===== config.mk =====
export PLATFORM = sky130hd
export DESIGN_NAME = parser_rule_loader
export DESIGN_NICKNAME = d
export VERILOG_FILES = /design/src/rtl/parser_pkg.sv /design/src/rtl/rule_cmd_fifo.sv /design/src/rtl/parser_rule_loader.sv
export SDC_FILE = /design/constraint.sdc
export NUM_CORES = 1
export LEC_CHECK = 0
export ABC_CLOCK_PERIOD_IN_PS = 5200
export BUFFER_PORTS_ARGS = -buffer_cell sky130_fd_sc_hd__clkbuf_2
export CORE_UTILIZATION = 58
export CTS_CLUSTER_DIAMETER = 200
export DETAILED_ROUTE_END_ITERATION = 6
export HOLD_SLACK_MARGIN = 0.03
export PLACE_DENSITY = 0.81
export SYNTH_ARGS = -nofsm -noshare
export SYNTH_HDL_FRONTEND = slang
export SYNTH_SLANG_ARGS = --single-unit

===== constraint.sdc =====
create_clock -name i_clk -period 5.2 [get_ports i_clk]
set_input_delay 0.26 -clock i_clk [delete_from_list [all_inputs] [get_ports i_clk]]
set_output_delay 0.26 -clock i_clk [all_outputs]
set_load 0.02 [all_outputs]

===== src/rtl/parser_pkg.sv =====
// Shared types for the parser/deparser rule-configuration path.
package parser_pkg;

  localparam int unsigned RULE_ADDR_WIDTH = 32;
  localparam int unsigned RULE_DATA_WIDTH = 32;

  // One host command as buffered in the loader FIFO.
  typedef struct packed {
    logic                       wr;
    logic [RULE_ADDR_WIDTH-1:0] addr;
    logic [RULE_DATA_WIDTH-1:0] wdata;
  } rule_cmd_t;

  typedef enum logic [2:0] {
    StIdle,
    StIssueWr,
    StGap,
    StIssueRd,
    StWaitRd,
    StResp
  } loader_state_e;

endpackage


===== src/rtl/rule_cmd_fifo.sv =====
// Command FIFO for the rule loader: synchronous, async active-low reset.
// ready_o is registered so it reads 0 while reset is held.
module rule_cmd_fifo #(
  parameter int unsigned Depth = 4,
  parameter int unsigned Width = 65
) (
  input  logic             clk_i,
  input  logic             rst_ni,
  input  logic             push_i,
  input  logic [Width-1:0] data_i,
  output logic             ready_o,
  input  logic             pop_i,
  output logic [Width-1:0] data_o,
  output logic             empty_o
);

  localparam int unsigned PtrW = (Depth > 1) ? $clog2(Depth) : 1;
  localparam int unsigned CntW = PtrW + 1;

  logic [Width-1:0] mem_q [Depth];
  logic [PtrW-1:0]  wr_ptr_q, rd_ptr_q;
  logic [CntW-1:0]  count_q, count_d;
  logic             ready_q, ready_d;
  logic             push_en, pop_en;

  assign push_en = push_i & ready_q;
  assign pop_en  = pop_i & (count_q != '0);

  // Occupancy bookkeeping and next ready.
  always_comb begin
    count_d = count_q;
    unique case ({push_en, pop_en})
      2'b10:   count_d = count_q + CntW'(1);
      2'b01:   count_d = count_q - CntW'(1);
      default: count_d = count_q;
    endcase
    ready_d = (count_d < CntW'(Depth));
  end

  // Pointers, count and ready; pointers wrap naturally since Depth is a power of 2.
  always_ff @(posedge clk_i or negedge rst_ni) begin
    if (!rst_ni) begin
      wr_ptr_q <= '0;
      rd_ptr_q <= '0;
      count_q  <= '0;
      ready_q  <= 1'b0;
    end else begin
      if (push_en) wr_ptr_q <= wr_ptr_q + PtrW'(1);
      if (pop_en)  rd_ptr_q <= rd_ptr_q + PtrW'(1);
      count_q <= count_d;
      ready_q <= ready_d;
    end
  end

  // Storage needs no reset; the pointers define validity.
  always_ff @(posedge clk_i) begin
    if (push_en) mem_q[wr_ptr_q] <= data_i;
  end

  assign data_o  = mem_q[rd_ptr_q];
  assign empty_o = (count_q == '0);
  assign ready_o = ready_q;

endmodule


===== src/rtl/parser_rule_loader.sv =====
// Rule-configuration bus initiator: buffers host commands, issues one
// wren/rden strobe per command, waits for read data with a timeout and
// returns one response per command, in order.
// Optional macro PARSER_RULE_WR_VERIFY_EN: read back every write and flag
// a mismatch or timeout in the write response.
module parser_rule_loader
  import parser_pkg::*;
#(
  parameter int unsigned CMD_DEPTH   = 4,
  parameter int unsigned TIMEOUT_CYC = 64,
  parameter int unsigned WR_GAP      = 0
) (
  input  logic                       i_clk,
  input  logic                       i_rst_n,
  input  logic                       i_cmd_valid,
  output logic                       o_cmd_ready,
  input  logic                       i_cmd_wr,
  input  logic [RULE_ADDR_WIDTH-1:0] i_cmd_addr,
  input  logic [RULE_DATA_WIDTH-1:0] i_cmd_wdata,
  output logic                       o_resp_valid,
  input  logic                       i_resp_ready,
  output logic [RULE_DATA_WIDTH-1:0] o_resp_rdata,
  output logic                       o_resp_err,
  output logic                       o_rule_wren,
  output logic                       o_rule_rden,
  output logic [RULE_ADDR_WIDTH-1:0] o_rule_addr,
  output logic [RULE_DATA_WIDTH-1:0] o_rule_wdata,
  input  logic                       i_rule_rdata_valid,
  input  logic [RULE_DATA_WIDTH-1:0] i_rule_rdata,
  output logic                       o_busy
);

`ifdef PARSER_RULE_WR_VERIFY_EN
  localparam bit VerifyEn = 1'b1;
`else
  localparam bit VerifyEn = 1'b0;
`endif

  localparam int unsigned TmrW    = $clog2(TIMEOUT_CYC + 1);
  localparam int unsigned TmrLast = (TIMEOUT_CYC > 0) ? TIMEOUT_CYC - 1 : 0;
  localparam int unsigned GapW    = (WR_GAP > 1) ? $clog2(WR_GAP) : 1;
  localparam int unsigned GapLast = (WR_GAP > 0) ? WR_GAP - 1 : 0;

  loader_state_e state_q, state_d;
  rule_cmd_t     push_cmd, fifo_cmd;
  logic [$bits(rule_cmd_t)-1:0] fifo_rdata;
  logic          fifo_empty, pop;

  logic                       cmd_wr_q, cmd_wr_d;
  logic [RULE_DATA_WIDTH-1:0] cmd_wdata_q, cmd_wdata_d;
  logic [RULE_ADDR_WIDTH-1:0] rule_addr_q, rule_addr_d;
  logic [RULE_DATA_WIDTH-1:0] rule_wdata_q, rule_wdata_d;
  logic [RULE_DATA_WIDTH-1:0] resp_rdata_q, resp_rdata_d;
  logic                       resp_err_q, resp_err_d;
  logic [TmrW-1:0]            timer_q, timer_d;
  logic [GapW-1:0]            gap_q, gap_d;
  logic                       wren_q, rden_q;
  logic                       timeout;

  assign push_cmd = '{wr: i_cmd_wr, addr: i_cmd_addr, wdata: i_cmd_wdata};
  assign fifo_cmd = rule_cmd_t'(fifo_rdata);
  assign pop      = (state_q == StIdle) && !fifo_empty;
  assign timeout  = (timer_q == TmrW'(TmrLast));

  rule_cmd_fifo #(
    .Depth (CMD_DEPTH),
    .Width ($bits(rule_cmd_t))
  ) u_cmd_fifo (
    .clk_i   (i_clk),
    .rst_ni  (i_rst_n),
    .push_i  (i_cmd_valid),
    .data_i  (push_cmd),
    .ready_o (o_cmd_ready),
    .pop_i   (pop),
    .data_o  (fifo_rdata),
    .empty_o (fifo_empty)
  );

  // State register plus registered strobes and datapath.
  always_ff @(posedge i_clk or negedge i_rst_n) begin
    if (!i_rst_n) begin
      state_q      <= StIdle;
      cmd_wr_q     <= 1'b0;
      cmd_wdata_q  <= '0;
      rule_addr_q  <= '0;
      rule_wdata_q <= '0;
      resp_rdata_q <= '0;
      resp_err_q   <= 1'b0;
      timer_q      <= '0;
      gap_q        <= '0;
      wren_q       <= 1'b0;
      rden_q       <= 1'b0;
    end else begin
      state_q      <= state_d;
      cmd_wr_q     <= cmd_wr_d;
      cmd_wdata_q  <= cmd_wdata_d;
      rule_addr_q  <= rule_addr_d;
      rule_wdata_q <= rule_wdata_d;
      resp_rdata_q <= resp_rdata_d;
      resp_err_q   <= resp_err_d;
      timer_q      <= timer_d;
      gap_q        <= gap_d;
      wren_q       <= (state_d == StIssueWr);
      rden_q       <= (state_d == StIssueRd);
    end
  end

  // Next-state logic.
  always_comb begin
    state_d = state_q;
    unique case (state_q)
      StIdle:    if (!fifo_empty) state_d = fifo_cmd.wr ? StIssueWr : StIssueRd;
      StIssueWr: begin
        if (WR_GAP > 0) state_d = StGap;
        else            state_d = VerifyEn ? StIssueRd : StResp;
      end
      StGap:     if (gap_q == GapW'(GapLast)) state_d = VerifyEn ? StIssueRd : StResp;
      StIssueRd: state_d = StWaitRd;
      StWaitRd:  if (i_rule_rdata_valid || timeout) state_d = StResp;
      StResp:    if (i_resp_ready) state_d = StIdle;
      default:   state_d = StIdle;
    endcase
  end

  // Datapath: latch command on pop, run timers, capture the response.
  always_comb begin
    cmd_wr_d     = cmd_wr_q;
    cmd_wdata_d  = cmd_wdata_q;
    rule_addr_d  = rule_addr_q;
    rule_wdata_d = rule_wdata_q;
    resp_rdata_d = resp_rdata_q;
    resp_err_d   = resp_err_q;
    timer_d      = timer_q;
    gap_d        = gap_q;
    if (pop) begin
      cmd_wr_d     = fifo_cmd.wr;
      cmd_wdata_d  = fifo_cmd.wdata;
      rule_addr_d  = fifo_cmd.addr;
      rule_wdata_d = fifo_cmd.wr ? fifo_cmd.wdata : '0;
      resp_rdata_d = '0;
      resp_err_d   = 1'b0;
    end
    // Read strobes always carry zero write data, including verify readback.
    if (state_d == StIssueRd) rule_wdata_d = '0;
    unique case (state_q)
      StIssueWr: gap_d = '0;
      StGap:     gap_d = gap_q + GapW'(1);
      StIssueRd: timer_d = '0;
      StWaitRd: begin
        timer_d = timer_q + TmrW'(1);
        // Data beats a coincident timeout.
        if (i_rule_rdata_valid) begin
          resp_rdata_d = i_rule_rdata;
          resp_err_d   = VerifyEn && cmd_wr_q && (i_rule_rdata != cmd_wdata_q);
        end else if (timeout) begin
          resp_rdata_d = '0;
          resp_err_d   = 1'b1;
        end
      end
      default: ;
    endcase
  end

  // Outputs.
  always_comb begin
    o_resp_valid = (state_q == StResp);
    o_busy       = (state_q != StIdle) || !fifo_empty;
    o_resp_rdata = resp_rdata_q;
    o_resp_err   = resp_err_q;
    o_rule_wren  = wren_q;
    o_rule_rden  = rden_q;
    o_rule_addr  = rule_addr_q;
    o_rule_wdata = rule_wdata_q;
  end

endmodule


==> metrics.md <==
| Metric | Value |
|---|---|
| Via density | 5.52 |
| CP Buf/Inv Count | 3 |
| Total grt overflow | 0 |
| Row Count | 56 |
| Dpl ws | 1.58 ns |
| Post-synthesis area per instance | 17.7 um^2 |
| Final Setup Violations | 0 |
| Initial antenna violation count | 3 |
| CP Launch Type | flip-flop |
| CORE AREA | 0.0238 mm^2 |
| I/O pins | 204 |
| Hold path start | i_cmd_valid |
| Critical path type | reg -> reg |
| Layout cell share with drive strength beyond 1 | 0.304 |
| Setup crit end kind | flip-flop |
| Compound-Gate Fraction of Synth Area | 0.0486 |
| Post-synth cell types | 40 |
| Largest net degree at the start of global routing | 73 |
| HPWL Detailed | 15,900 um |
| Hold EP | u_cmd_fifo.wr_ptr_q[0] |
| CP max FO | 68 |
| Asr flop ratio synth | 0.312 |
| Leakage | 0.00712 uW |
| Crit path max-delay cell type | or2_4 |
| Period utilisation layout | 0.699 |
| Root Buffer | clkbuf_16 |
| DRC Markers | 0 |
| Critical R2R Capture | u_cmd_fifo.ready_o |
| FMAX | 275 MHz |
| CTS tree | done |
| Synth Area in Simple Gates | 0.0516 |
| Worst hold stages | 3 |
| Number of gates resized after cts | 0 |
| Post-CTS Setup Inserts | 0 |
| Outcome | finished clean |
| Routed via count | 8,041 |
| Largest family of logic cells by synthesized area | multiplexers |
| Total power | 10,400 uW |
| Gate Count Post-Synth | 803 |
| Setup_tns | 0 ns |
| Largest stage delay on the critical path | 0.75 ns |
| Period minus WS final | 3.64 ns |
| Clock Skews | 0.0169 ns |
| Commonest non-fill, non-tap cell in the layout | edfxtp_1 |
| Clock Latency Late Sink | 0.51 ns |
| Initial Utilization | 0.597 |
| Worst min path class | in -> reg |
| PD cells | 587 mW/mm^2 |
| Vias in the first global route | 8,317 |
| # hold bufs at CTS | 98 |
| Clk buf depth | 3 |
| Avg WL per Cell | 20.3 um |
| Worst vdd ir | 0.360 mV |
| Aggregate global-route resource usage | 0.242 |
| Multiplexer share of the synthesized area | 0.105 |
| Slew Viols, Final | 0 |
| Drt total wl | 29,600 um |
| H-tree depth | 2 |
| First-pass DRT Iterations | 6 |
| Design area | 0.0177 mm^2 |
| Layout area overhead | 24.5% |
| # port buffers | 203 |
| First DRT Iteration DRCs | 583 |
| Num CTS Buffers | 38 |
| Ys flop type | edfxtp_1 |
| CP required | 5.59 ns |
| Die height | 158 um |
| Synth warn | 0 |
| Rel. slew slack | 0.184 |
| Synth Area in XOR/XNOR | 0.00371 |
| First-pass GRT wire length | 45,100 um |
| Final setup margin | 1.56 ns |
| Commonest non-fill, non-tap cells in the layout | edfxtp_1 (260), clkbuf_2 (202), nand2_1 (134) |
| RSZ-0062 raised after global routing | false |
| Synthesized cell area | 0.0142 mm^2 |
| Worst path cell trace | or3_1, or2_4, clkinv_1, buf_4, ha_1, fa_1, xnor2_1, nor2_1, xor2_1, inv_1 |
| R2r startpoint | state_q[2] |
| R2R cell count | 10 |
| Final Hold Vio Count | 0 |
| Clk pin slew, worst setup/hold paths | 0.06 ns |
| Area after DPL | 0.0155 mm^2 |
| Arrival time worst endpoint | 4.03 ns |
| Die area | 0.0251 mm^2 |
| EDFF count, synth | 260 |
| CTS sink cnt | 378 |
| Post-synthesis adder-cell area fraction | 0.00670 |
| R2R setup slack | 1.56 ns |
| #FFs+latches synth | 378 |
| Slew @ Worst Pin | 1.22 ns |
| Nets | 1,216 |
| Sequential area share after synthesis | 0.759 |
| Final GP Congestion | 0.811 |
| Syn nets | 912 |
| Detail Route Antenna Nets | 0 |
| Top delay family on crit path | simple AND/OR/NAND/NOR gates |
| Max-capacitance violation count | 0 |
| Die Width | 158 um |
[logic make-up after synthesis]
family	after synthesis
simple gates	170
mux	67
flops	378
compound gates	92
buf+inv	83
xor+xnor	6
fa+ha+maj	7
[metal layers]
metal | track usage | part of all wire | routed length [um] | up-vias
met3 | 0.0427 | 0.065 | 1920 | 44
met5 | 0 | 0 | 0 | -
met4 | 0.0623 | 0.016 | 474 | 0
li1 | - | - | - | 3658
met1 | 0.318 | 0.41 | 12200 | 4038
met2 | 0.423 | 0.51 | 15100 | 301
[sequential cells by signal, indices dropped and copies added, names as in the netlist, 2 cells and up]
name and cells:
u_cmd_fifo.wr_ptr_q 2, o_resp_rdata 32, state_q 3, u_cmd_fifo.mem_q 260
u_cmd_fifo.rd_ptr_q 2, o_rule_wdata 32, u_cmd_fifo.count_q 3, timer_q 7
o_rule_addr 32
[worst min-delay path: stages]
cell      delay, ns
clkbuf_2       0.12
nand2_1        0.18
xnor2_1        0.08
[through the flow]
| stage | hold slack [ns] | cells | utilization |
|---|---|---|---|
| after floorplan | -0.0356 | 803 | - |
| after global placement | 0.333 | 1288 | 0.652 |
| after detailed placement | 0.327 | 1288 | 0.652 |
| after CTS | 0.161 | 1454 | 0.743 |
| after global routing | 0.198 | 1457 | 0.744 |
| final | 0.176 | 1457 | 0.744 |
[worst max-delay path by stage]
stage                                 from                      to  slack, ns  depth (start not counted)
detailed placement              state_q[2]      u_cmd_fifo.ready_o       1.58                         10
finish                          state_q[2]      u_cmd_fifo.ready_o       1.56                         10
floorplan           u_cmd_fifo.wr_ptr_q[0]  u_cmd_fifo.mem_q[2][0]       2.58                          3
global placement                state_q[2]      u_cmd_fifo.ready_o       1.73                         10
global route         u_cmd_fifo.count_q[0]      u_cmd_fifo.ready_o       1.33                         10
CTS                             state_q[2]      u_cmd_fifo.ready_o       1.55                         10
[synthesized netlist by cell type, drive strengths merged (2+ instances only)]
| library cell | count | share of area |
|---|---|---|
| clkbuf | 17 | 0.0045 |
| a22o | 32 | 0.020 |
| or3b | 2 | 0.0014 |
| dfrtp | 118 | 0.21 |
| nor2 | 16 | 0.0042 |
| a311oi | 2 | 0.0012 |
| a21oi | 16 | 0.0056 |
| edfxtp | 260 | 0.55 |
| inv | 39 | 0.010 |
| a211oi | 2 | 0.0011 |
| buf | 26 | 0.011 |
| o21ai | 3 | 0.0011 |
| nor3 | 3 | 0.0011 |
| nand2 | 134 | 0.035 |
| mux2 | 2 | 0.0016 |
| or2 | 2 | 0.00088 |
| ha | 6 | 0.0053 |
| xnor2 | 5 | 0.0031 |
| mux4 | 65 | 0.10 |
| o31ai | 32 | 0.017 |
| and3 | 6 | 0.0026 |
[cell type report]
cell class	count	area, um^2
clock buffers	57	1100
well taps	319	399
inverters	40	150
multi-input cells	342	3100
diodes	3	7.51
repair buffers	307	2050
fillers	1420	6090
flip-flops and latches	378	10800
clock inverters	11	86.3
[power by group]
group	internal, uW	switching (uW)
Clock	1520	1070
Combinational	1320	2000
Sequential	4010	452
Total	6840	3530
Power figures use the tool's default switching activity.
